$ cat src/rtl/fetch_unit.sv
// Instruction-fetch stage: owns the PC, issues one imem read at a time over a
// variable-latency req/rvalid handshake and feeds IF/ID with instruction, PC+4 and flush.
module fetch_unit #(
  parameter logic [31:0] RESET_PC = 32'h0000_0000,
  parameter logic [31:0] NOP_INST = 32'h0000_0000
) (
  input  logic        clk,
  input  logic        rst,
  input  logic        pc_write,
  input  logic        redirect,
  input  logic [31:0] redirect_pc,
  output logic        imem_req,
  output logic [31:0] imem_addr,
  input  logic        imem_rvalid,
  input  logic [31:0] imem_rdata,
  output logic [31:0] if_pc,
  output logic [31:0] if_inst,
  output logic        if_flush
);

  typedef enum logic [2:0] {
    S_IDLE,
    S_ISSUE,
    S_WAIT,
    S_HOLD,
    S_DROP
  } state_t;

  state_t      r_state;
  logic [31:0] r_pc;
  logic [31:0] r_inst_buf;

  logic [31:0] w_pc_plus4;
  logic        w_resp;
  logic        w_b2b;
  logic        w_busy_after;

  assign w_pc_plus4 = r_pc + 32'd4;
  assign w_resp     = (r_state == S_WAIT) && imem_rvalid;
  // A consumed response immediately launches the next read unless ID redirects.
  assign w_b2b      = w_resp && pc_write && !redirect;

  // A request is still in flight after this cycle (the ISSUE one, or an unanswered one).
  assign w_busy_after = (r_state == S_ISSUE) ||
                        (((r_state == S_WAIT) || (r_state == S_DROP)) && !imem_rvalid);

  assign imem_req  = (r_state == S_ISSUE) || w_b2b;
  assign imem_addr = w_b2b ? w_pc_plus4 : r_pc;
  assign if_pc     = w_pc_plus4;
  assign if_flush  = redirect && !rst;

  always_comb begin
    if_inst = NOP_INST;
    if (w_resp)
      if_inst = imem_rdata;
    else if (r_state == S_HOLD)
      if_inst = r_inst_buf;
  end

  always_ff @(posedge clk or posedge rst) begin
    if (rst) begin
      r_state    <= S_IDLE;
      r_pc       <= RESET_PC;
      r_inst_buf <= NOP_INST;
    end else if (redirect) begin
      r_pc    <= redirect_pc;
      r_state <= w_busy_after ? S_DROP : S_ISSUE;
    end else begin
      case (r_state)
        S_IDLE:  r_state <= S_ISSUE;
        S_ISSUE: r_state <= S_WAIT;
        S_WAIT: begin
          if (imem_rvalid) begin
            if (pc_write) begin
              r_pc <= w_pc_plus4;
            end else begin
              r_inst_buf <= imem_rdata;
              r_state    <= S_HOLD;
            end
          end
        end
        S_HOLD: begin
          if (pc_write) begin
            r_pc    <= w_pc_plus4;
            r_state <= S_ISSUE;
          end
        end
        S_DROP: begin
          if (imem_rvalid)
            r_state <= S_ISSUE;
        end
        default: r_state <= S_IDLE;
      endcase
    end
  end

endmodule

$ cat config.mk
export PLATFORM = sky130hd
export DESIGN_NAME = fetch_unit
export DESIGN_NICKNAME = d
export VERILOG_FILES = /design/src/rtl/fetch_unit.sv
export SDC_FILE = /design/constraint.sdc
export NUM_CORES = 1
export LEC_CHECK = 0
export BUFFER_PORTS_ARGS = -buffer_cell sky130_fd_sc_hd__clkbuf_2
export CAP_MARGIN = 20
export CORE_ASPECT_RATIO = 1.1
export CORE_MARGIN = 3
export CORE_UTILIZATION = 30
export DETAILED_ROUTE_END_ITERATION = 6
export PLACE_DENSITY = 0.52
export SLEW_MARGIN = 15
export SYNTH_ARGS = -nofsm -noshare
export SYNTH_HDL_FRONTEND = slang
export SYNTH_SLANG_ARGS = --single-unit
$ cat constraint.sdc
create_clock -name clk -period 4.1 [get_ports clk]
set_clock_uncertainty 0.15 [all_clocks]
set_input_delay 0.41 -clock clk [delete_from_list [all_inputs] [get_ports clk]]
set_output_delay 0.41 -clock clk [all_outputs]
set_load 0.02 [all_outputs]
==> impl_metrics.json <==
{
  "status": "completed",
  "ios": 167,
  "worst-path-max-fanout": 21,
  "crit_chain": "nand3b_1 -> or3_1 -> nor4_1 -> xor2_1 -> clkbuf_2",
  "synth_area_leaders": "dfrtp_1 (35%), mux2_2 (8.0%), a22o_1 (5.9%)",
  "synth_area_leader_cell": "dfrtp_1",
  "slew_viol_final": 0,
  "via_count": 4418,
  "postRouteAntennaNets": 0,
  "h-tree-depth": 3,
  "port_buffers": 166,
  "grt_usage_pct": 16.4,
  "cellLeakagePower_nw": 2.59,
  "synth.avg_cell_area_sq_um": 9.16,
  "seqPwrFrac_pct": 37.8,
  "p_int_mw": 1.68,
  "cts-hold-fix-buffers": 0,
  "synth_edf_count": 0,
  "worst_ep_arrival_time_ns": 2.65,
  "first_pass_iters": 6,
  "yosys_warnings": 0,
  "cp_top_family": "simple AND/OR/NAND/NOR gates",
  "crit_type": "reg2out",
  "cts_root_buf": "clkbuf_16",
  "syn_area_sq_mm": 0.00476,
  "layout-drive-gt1-share_pct": 36.5,
  "grt_max_degree": 43,
  "clk_pin_slew_worst_paths_ns": 0.06,
  "ys_ff_latch": 67,
  "place_inst": 827,
  "rsz0062_at_grt": "no",
  "cts_made_buffers": 9,
  "slowest_stage": "or3_1",
  "die_y_microns": 138,
  "ir_drop_mv": 0.199,
  "relSlewSlack_pct": 37.9,
  "max_freq_mhz": 311,
  "wirelength_microns": 14100,
  "num-fill-cells": 1557,
  "wl_per_cell_microns": 16.8,
  "gp_congestion": 0.803,
  "ctsLongestPathBuffers": 2,
  "insertion_delay_ns": 0.33,
  "p_sw_mw": 0.937,
  "synthCells": 520,
  "drc": 0,
  "hold_ws_ns": 0.136,
  "fp.coreArea_sq_mm": 0.0153,
  "setup_ws_ns": 0.886,
  "required_ns": 3.54,
  "max_slew.worst_pin.slew_ns": 0.931,
  "cp-end-kind": "output pin",
  "min_period_ns": 3.21,
  "die_area_sq_mm": 0.0174,
  "power_mw": 2.62,
  "antenna_cells": 0,
  "finalCritPeriodShare_pct": 78.4,
  "area_growth_pct": 22.3,
  "power_frac_comb_pct": 32.3,
  "mostFrequentLayoutCells": "clkbuf_2 (166), dfrtp_1 (67), nor2_1 (41)",
  "slowest_delay_ns": 0.75,
  "first_global_vias": 4434,
  "ys.flop_type": "dfrtp_1",
  "finalSetupTns_ns": 0,
  "async_reset_ff_share_pct": 100,
  "seq_area_frac_synth_pct": 35.2,
  "maxCapViolCount": 0,
  "netlist.area_leader.share_pct": 35.2,
  "post-cts-setup-buffers": 0,
  "holdCritPathClass": "in2async",
  "row_count": 47,
  "cts_tree": "yes",
  "cts_resized": 0,
  "globalRouteOverflowTotal": 0,
  "clock_sinks": 67,
  "initial_utilization_pct": 31.2,
  "switching_share_pct": 35.7,
  "instances_no_fill": 842,
  "critPathBufInv": 1,
  "synth.distinct_cells": 52,
  "antenna_found_initial": 0,
  "nets": 712,
  "drt_iter0_drc": 281,
  "power.density_mw_per_mm2": 450,
  "vias_per_cell": 5.25,
  "mostFrequentLayoutCell": "clkbuf_2",
  "hold_violations": 0,
  "die_w_microns": 126,
  "grt_pass1_wl_microns": 23200,
  "finalSetupViolations": 0,
  "pre_cts_ws_ns": 1.20,
  "hpwl_microns": 10500,
  "critical_path.startpoint_type": "flop",
  "pwr-share-clk_pct": 29.9,
  "synth_nets": 590
}
## layout make-up
cell class,count,area (sq um),share of cell area [%]
inverters,6,22.5,0.387
well taps,196,245,4.21
multi-input cells,385,2700,46.3
clock buffers,11,253,4.34
flip-flops and latches,67,1680,28.8
clock inverters,4,50.0,0.859
repair buffers,173,883,15.2
## worst reg2reg max path: stages, from the launching register on
cell and delay (ns):
dfrtp_1 0.49, and4_1 0.46, nand4_1 0.55, or4_1 0.67, a31oi_1 0.19
## synthesized netlist by cell type, types with 7 or more instances
master	instances
buf_4	10
and4_1	9
buf_6	7
a22o_1	32
a31oi_1	20
dfrtp_1	67
o21ai_0	16
or4_1	19
nor2_1	42
xnor2_1	32
xor2_1	31
buf_2	8
mux2_2	34
nand4_1	18
nand3_1	21
o31ai_1	15
nor4_1	7
nand2_1	31
clkbuf_1	28
nor3_1	18
## through the flow
step	area (sq um)	util (%)
floorplan	4760	-
global placement	5520	36.1
detailed placement	5520	36.1
global route	5830	38.1
CTS	5830	38.1
finish	5830	38.1
## power by group through the flow
stage	registers [mW]	clock network, mW	logic [mW]
floorplan	0.906	0	0.704
global placement	0.987	0	0.846
detailed placement	1.00	0	0.857
CTS	0.990	0.816	0.860
global route	1.02	0.843	0.929
finish	0.992	0.783	0.846
## worst paths after layout
| check | slack [ns] | endpoint | cells after the start | startpoint |
|---|---|---|---|---|
| max | 0.89 | imem_addr[28] | 5 | r_state[2]$_DFFE_PP0P_ |
| min | 0.14 | r_pc[9]$_DFFE_PP0P_ | 2 | rst |
| max reg2reg | 1.51 | r_pc[29]$_DFFE_PP0P_ | 4 | r_pc[4]$_DFFE_PP0P_ |
| min reg2reg | 0.35 | r_inst_buf[2]$_DFFE_PP0P_ | 1 | r_inst_buf[2]$_DFFE_PP0P_ |
| max in group asynchronous | 2.75 | r_inst_buf[25]$_DFFE_PP0P_ | 3 | rst |
| min in group clk | 0.14 | r_pc[5]$_DFFE_PP0P_ | 3 | redirect_pc[5] |
## routing by layer
layer / wire [microns] / global-route usage (%) / share of wire, %
met4: 227 / 5.82 / 1.6
met5: 0 / 0 / 0
met2: 7090 / 27.8 / 50
met1: 6210 / 21.0 / 44
met3: 620 / 2.66 / 4.4
## registers in the layout, summed over array words and instances (netlist names)
signal,cells
r_inst_buf,32
r_pc,32
r_state,3
## logic make-up after synthesis
family | count (synthesis) | share of synthesized area [%]
xor+xnor | 63 | 11.6
simple gates | 195 | 22.6
mux | 35 | 8.25
buf+inv | 68 | 8.30
flops | 67 | 35.2
compound gates | 91 | 13.8
fa+ha+maj | 1 | 0.263
(Power assumes the default switching activity.)
